## config.mk

```make
export PLATFORM = sky130hd
export DESIGN_NAME = scan_mux_nx1
export DESIGN_NICKNAME = d
export VERILOG_FILES = /design/src/rtl/scan_mux_pkg.sv /design/src/rtl/scan_next_ch.sv /design/src/rtl/scan_mux_nx1.sv
export SDC_FILE = /design/constraint.sdc
export NUM_CORES = 1
export LEC_CHECK = 0
export ABC_CLOCK_PERIOD_IN_PS = 4930
export CAP_MARGIN = 10
export CORE_MARGIN = 3
export CORE_UTILIZATION = 49
export DETAILED_ROUTE_END_ITERATION = 10
export PLACE_DENSITY = 0.83
export SYNTH_ARGS = -nofsm -noshare
export SYNTH_HDL_FRONTEND = slang
export SYNTH_HIERARCHICAL = 1
export SYNTH_SLANG_ARGS = --single-unit
```

## constraint.sdc

```tcl
create_clock -name clk -period 4.93 [get_ports clk]
set_input_delay 0.986 -clock clk [delete_from_list [all_inputs] [get_ports clk]]
set_output_delay 0.986 -clock clk [all_outputs]
set_load 0.005 [all_outputs]
```

## src/rtl/scan_mux_pkg.sv

```systemverilog
// Shared types and constants for the scanning N:1 channel multiplexer.
// Imported by the top level and the next-channel search block.
package scan_mux_pkg;

   typedef enum logic [1:0] {
      IDLE   = 2'd0,
      MANUAL = 2'd1,
      SCAN   = 2'd2
   } state_e;

   localparam logic MODE_MANUAL = 1'b0;
   localparam logic MODE_SCAN   = 1'b1;

endpackage

```

## src/rtl/scan_next_ch.sv

```systemverilog
// Finds the first enabled channel strictly after ptr_i, wrapping at
// CHANNELS-1; any_o flags that at least one channel is enabled.
module scan_next_ch
   import scan_mux_pkg::*;
#(
   parameter  int CHANNELS = 8,
   localparam int SEL_W    = $clog2(CHANNELS)
) (
   input  logic [SEL_W-1:0]    ptr_i,
   input  logic [CHANNELS-1:0] mask_i,
   output logic [SEL_W-1:0]    nxt_o,
   output logic                any_o
);

   localparam logic [SEL_W:0] NCH = (SEL_W+1)'(CHANNELS);

   logic [SEL_W:0]   sum;
   logic [SEL_W-1:0] idx;

   // Walk the farthest candidate first so the closest enabled one wins.
   always_comb begin
      nxt_o = ptr_i;
      sum   = '0;
      idx   = '0;
      for (int i = CHANNELS; i >= 1; i--) begin
         sum = {1'b0, ptr_i} + (SEL_W+1)'(i);
         if (sum >= NCH) begin
            sum = sum - NCH;
         end
         idx = sum[SEL_W-1:0];
         if (mask_i[idx]) begin
            nxt_o = idx;
         end
      end
   end

   assign any_o = |mask_i;

endmodule

```

## src/rtl/scan_mux_nx1.sv

```systemverilog
// N:1 channel multiplexer with manual select and auto-scan over an
// enable mask; one indexed read feeds a single registered output.
module scan_mux_nx1
   import scan_mux_pkg::*;
#(
   parameter  int WIDTH    = 8,
   parameter  int CHANNELS = 8,
   localparam int SEL_W    = $clog2(CHANNELS)
) (
   input  logic                      clk,
   input  logic                      rst_n,
   input  logic [CHANNELS*WIDTH-1:0] din,
   input  logic [SEL_W-1:0]          sel,
   input  logic                      mode,
   input  logic [CHANNELS-1:0]       en_mask,
   input  logic                      hold,
   output logic [WIDTH-1:0]          dout,
   output logic [SEL_W-1:0]          dout_ch,
   output logic                      dout_valid
);

   localparam logic [SEL_W-1:0] LAST = SEL_W'(CHANNELS - 1);

   state_e           state_q, state_d;
   logic [SEL_W-1:0] ptr_q, ptr_d;
   logic [WIDTH-1:0] dout_q, dout_d;
   logic [SEL_W-1:0] ch_q, ch_d;
   logic             valid_q, valid_d;

   logic [WIDTH-1:0] din_a [CHANNELS];
   logic             sel_ok;
   logic [SEL_W-1:0] sel_idx;
   logic             sel_en;
   logic             entering;
   logic [SEL_W-1:0] base;
   logic [SEL_W-1:0] nxt_ch;
   logic             any_en;
   logic             is_man, is_hold, is_adv;
   logic [SEL_W-1:0] cap_idx;
   logic             load;

   for (genvar k = 0; k < CHANNELS; k++) begin : g_unpack
      assign din_a[k] = din[k*WIDTH +: WIDTH];
   end

   if (CHANNELS == (1 << SEL_W)) begin : g_pow2
      assign sel_ok = 1'b1;
   end else begin : g_npow2
      assign sel_ok = ({1'b0, sel} < (SEL_W+1)'(CHANNELS));
   end

   assign sel_idx = sel_ok ? sel : '0;
   assign sel_en  = sel_ok && en_mask[sel_idx];

   // Searching after LAST makes entry start from the lowest enabled index.
   assign entering = (state_q != SCAN);
   assign base     = entering ? LAST : ptr_q;

   scan_next_ch #(
      .CHANNELS (CHANNELS)
   ) u_next (
      .ptr_i  (base),
      .mask_i (en_mask),
      .nxt_o  (nxt_ch),
      .any_o  (any_en)
   );

   assign is_man  = (mode == MODE_MANUAL);
   assign is_hold = !is_man && hold && !entering;
   assign is_adv  = !is_man && !is_hold;

   always_comb begin
      state_d = (mode == MODE_SCAN) ? SCAN : MANUAL;
      ptr_d   = ptr_q;
      cap_idx = ptr_q;
      load    = 1'b0;
      unique case (1'b1)
         is_man: begin
            cap_idx = sel_idx;
            load    = sel_en;
         end
         is_hold: begin
            cap_idx = ptr_q;
            load    = en_mask[ptr_q];
         end
         is_adv: begin
            cap_idx = nxt_ch;
            load    = any_en;
            if (any_en) begin
               ptr_d = nxt_ch;
            end
         end
         default: ;
      endcase
      dout_d  = load ? din_a[cap_idx] : dout_q;
      ch_d    = load ? cap_idx : ch_q;
      valid_d = load;
   end

   always_ff @(posedge clk or negedge rst_n) begin
      if (!rst_n) begin
         state_q <= IDLE;
         ptr_q   <= '0;
         dout_q  <= '0;
         ch_q    <= '0;
         valid_q <= 1'b0;
      end else begin
         state_q <= state_d;
         ptr_q   <= ptr_d;
         dout_q  <= dout_d;
         ch_q    <= ch_d;
         valid_q <= valid_d;
      end
   end

   assign dout       = dout_q;
   assign dout_ch    = ch_q;
   assign dout_valid = valid_q;

endmodule

```

==> impl_summary.txt <==
----------------------------------------------------
[Logic synthesis]
  Sequential cell area fraction in the yosys report ... 14.0%
  Number of distinct library cells after synthesis ... 69
  Cell types with the largest area share after synthesis ... sky130_fd_sc_hd__dfrtp_1 14%, sky130_fd_sc_hd__mux2i_1 8.2%, sky130_fd_sc_hd__mux4_2 8.1%
  Post-synthesis async set-or-reset flop share ... 100%
  Synthesized instance count ... 364
  Avg Inst Size Synth ... 8.38 µm²
  Net Count, Synth ... 445
  Dominant cell by count in the synthesized netlist ... sky130_fd_sc_hd__nand3_1
  Synth Cell Area ... 0.00305 mm²
  Yosys warns ... 6
  Library cell occupying the most area in the post-synthesis netlist ... sky130_fd_sc_hd__dfrtp_1
  Synthesized flop and latch total ... 17
  Primary FF master, synth ... sky130_fd_sc_hd__dfrtp_1
  Synth top cells by count ... 32 x sky130_fd_sc_hd__nand3_1, 25 x sky130_fd_sc_hd__mux2i_1, 20 x sky130_fd_sc_hd__o21ai_0, 18 x sky130_fd_sc_hd__nand2_1, 17 x sky130_fd_sc_hd__dfrtp_1
  Top cell type's share of synthesized area ... 14.0%
  Number of synthesized flops with an enable pin ... 0

[Clock tree]
  Hold Buf Count CTS ... 0
  CTS tree ... yes
  Buffers inserted during post-CTS setup optimization ... 0
  Number of buffers added by the clock tree synthesis step ... 3
  Max Root-Sink Buffers ... 2
  H-tree levels ... 1
  Post-cts sizing count ... 0
  Latest clock arrival within the worst-skew pair ... 0.26 ns
  Number of clock sinks ... 17
  Clk pin slew, worst setup/hold paths ... 0.08 ns
  CTS root buf ... sky130_fd_sc_hd__clkbuf_8

[Min path]
  Hold Startpoint ... dout_ch[1]$_DFFE_PN0P_
  Worst hold-check path type ... reg -> reg

[Global routing]
  Largest net degree at the start of global routing ... 46
  Wire length of the first global-routing pass ... 15700 µm
  GR Overflow Total ... 0
  Total GRT Usage ... 26.3%
  Antenna violations before repair ... 0
  Number of global-route vias before repair ... 3292

[Detailed routing]
  Mean routed wirelength per cell ... 19.7 µm
  Remaining antenna violation count ... 0
  Drt first-iter violations ... 321
  Drt pass-1 iters ... 9
  Number of remaining DRC errors ... 0
  Routed Wire Length ... 9870 µm
  Via/cell ratio ... 6.96
  Vias post-DR ... 3489

[STA]
  Worst Tran Pin Value ... 1.04 ns
  Final setup violation count ... 0
  Maximum clock frequency ... 0.223 GHz
  Worst slew margin ... 30.2%
  Minimum period implied by the final worst setup slack ... 4.48 ns
  Max Transition Viols Final ... 0
  Final TNS setup ... 0 ns
  Worst Clk Skew ... 0.0111 ns
  Hold Violations, Final ... 0
  Part of the cycle the worst path needs ... 90.9%
  Unrepaired setup endpoints after global routing ... false

[Floorplan]
  Core outline area ... 0.00599 mm²
  Area enclosed by the die boundary ... 0.00721 mm²
  Die width ... 84.9 µm
  Initial Utilization ... 50.9%
  Ports placed on the boundary ... 91
  Chip height ... 84.9 µm
  Floorplan row count ... 28

[Layout]
  Area grow syn2layout ... 29.1%
  Final net count ... 508
  Layout cells sized above 1 ... 11.3%
  Ant diodes ... 0

[Critical path]
  Required time worst endpoint ... 5.07 ns
  Max Fanout on Critical Path ... 29
  Launching instance or port of the critical path ... ptr_q[1]$_DFFE_PN0P_
  Startpoint types ... register
  Worst EP arrival ... 4.62 ns
  Reg2reg start ... ptr_q[1]$_DFFE_PN0P_
  Critical path endpoint category ... register
  Type of the worst setup path ... reg -> reg
  Reg-to-reg setup timing slack ... 0.45 ns

[Pwr]
  Static leakage power ... 1.50 nW
  Worst IR Drop VDD ... 0.179 mV
  PnR Total Power ... 0.00128 W
  Total power per unit cell area ... 326 mW/mm²

[Placed design]
  DP HPWL ... 7350 µm
  GP Congestion ... 0.936
  PortBufs ... 90

[Job]
  Max-capacitance violation count ... 0

[Run status]
  Status ... finished clean

----------------------------------------------------
power breakdown:
group | switching (W) | leakage (nW) | internal, W
combinational | 0.000474 | 1.28 | 0.000440
sequential | 0.0000613 | 0.200 | 0.000194
clock | 0.0000548 | 0.0217 | 0.0000570
placed cells by master (no fill, tap or decap), types with 2 or more instances in the layout:
| master | synthesis | layout |
|---|---|---|
| sky130_fd_sc_hd__clkdlybuf4s50_1 | 0 | 90 |
| sky130_fd_sc_hd__nand3_1 | 32 | 32 |
| sky130_fd_sc_hd__mux2i_1 | 25 | 25 |
| sky130_fd_sc_hd__o21ai_0 | 20 | 20 |
| sky130_fd_sc_hd__nand2_1 | 18 | 18 |
| sky130_fd_sc_hd__dfrtp_1 | 17 | 17 |
| sky130_fd_sc_hd__nor2_1 | 16 | 16 |
| sky130_fd_sc_hd__o2111ai_1 | 15 | 15 |
| sky130_fd_sc_hd__and3_1 | 15 | 15 |
| sky130_fd_sc_hd__and2_1 | 15 | 15 |
| sky130_fd_sc_hd__a21boi_0 | 14 | 14 |
| sky130_fd_sc_hd__a222oi_1 | 14 | 14 |
| sky130_fd_sc_hd__mux4_2 | 11 | 11 |
| sky130_fd_sc_hd__mux2_2 | 11 | 11 |
| sky130_fd_sc_hd__inv_1 | 9 | 9 |
| sky130_fd_sc_hd__o211ai_1 | 9 | 9 |
| sky130_fd_sc_hd__a221oi_1 | 9 | 9 |
| sky130_fd_sc_hd__a31oi_1 | 9 | 9 |
| sky130_fd_sc_hd__o22ai_1 | 6 | 6 |
| sky130_fd_sc_hd__buf_4 | 1 | 5 |
| sky130_fd_sc_hd__nand2b_1 | 4 | 4 |
| sky130_fd_sc_hd__nand4b_1 | 3 | 3 |
| sky130_fd_sc_hd__or2_2 | 3 | 3 |
| sky130_fd_sc_hd__nor2b_1 | 3 | 3 |
| sky130_fd_sc_hd__clkbuf_8 | 0 | 3 |
| sky130_fd_sc_hd__xnor2_1 | 3 | 3 |
| sky130_fd_sc_hd__or4_1 | 2 | 2 |
| sky130_fd_sc_hd__o211a_1 | 2 | 2 |
| sky130_fd_sc_hd__nand4_1 | 2 | 2 |
| sky130_fd_sc_hd__a21oi_1 | 2 | 2 |
| sky130_fd_sc_hd__nor4_1 | 2 | 2 |
| sky130_fd_sc_hd__ha_1 | 2 | 2 |
worst max-delay path, cell delays in order, from the launching register on:
cell and delay, ns:
sky130_fd_sc_hd__dfrtp_1 0.65, sky130_fd_sc_hd__nand2b_1 0.20, sky130_fd_sc_hd__inv_1 0.13, sky130_fd_sc_hd__ha_1 0.63
sky130_fd_sc_hd__mux4_2 0.46, sky130_fd_sc_hd__mux2i_1 0.30, sky130_fd_sc_hd__o311a_1 0.24, sky130_fd_sc_hd__a41oi_1 0.13
sky130_fd_sc_hd__a311oi_2 0.33, sky130_fd_sc_hd__inv_1 0.31, sky130_fd_sc_hd__o211ai_1 0.25, sky130_fd_sc_hd__buf_4 0.28
sky130_fd_sc_hd__a21boi_0 0.11, sky130_fd_sc_hd__o21ai_0 0.22, sky130_fd_sc_hd__a31oi_1 0.10
area by class of cell:
class	count	area, µm²
fill	506	2050
sequential	17	425
multi-input combinational	300	2390
inverter	10	37.5
tap	75	93.8
clock buffer	3	41.3
timing repair buffer	95	938
clock inverter	1	7.51
kinds of logic after synthesis:
| logic type | synth area share (%) |
|---|---|
| buf+inv | 7.76 |
| xor+xnor | 1.15 |
| compound gates | 31.7 |
| flops | 14.0 |
| mux | 21.3 |
| fa+ha+maj | 0.821 |
| simple gates | 23.3 |
path summary, 6_finish.rpt:
kind | to | cells past startpoint
worst max-delay path | dout[7]$_DFFE_PN0P_ | 14
worst min-delay path | dout_ch[1]$_DFFE_PN0P_ | 2
worst max register to register | dout[7]$_DFFE_PN0P_ | 14
worst min register to register | dout_ch[1]$_DFFE_PN0P_ | 2
max in group asynchronous | state_q[0]$_DFF_PN0_ | 1
min in group asynchronous | dout_ch[1]$_DFFE_PN0P_ | 1
state kept, by name, indices dropped and copies added (netlist names):
| name | count |
|---|---|
| state_q | 2 |
| dout | 8 |
| ptr_q | 3 |
| dout_valid | 1 |
| dout_ch | 3 |
metal layers:
metal	share of wire, %	wire [µm]	up-vias	track usage [%]
met4	3.8	374	0	10.4
met1	40	3920	1651	34.7
met3	8.6	851	33	3.98
li1	-	-	1600	-
met5	0	0	-	0
met2	48	4710	205	43.3
metrics by stage:
stage / hold slack, ns / cells / util (%) / area [µm²] / setup slack, ns
6_report: 0.489 / 501 / 65.7 / 3940 / 0.448
3_3_place_gp: 0.471 / 497 / 64.9 / 3890 / 0.403
3_5_place_dp: 0.472 / 497 / 64.9 / 3890 / 0.309
2_1_floorplan: 0.468 / 364 / - / 3050 / 0.753
5_1_grt: 0.546 / 501 / 65.7 / 3940 / 0.146
4_1_cts: 0.493 / 501 / 65.7 / 3940 / 0.550
No activity file was read; power rests on OpenSTA's default activity.
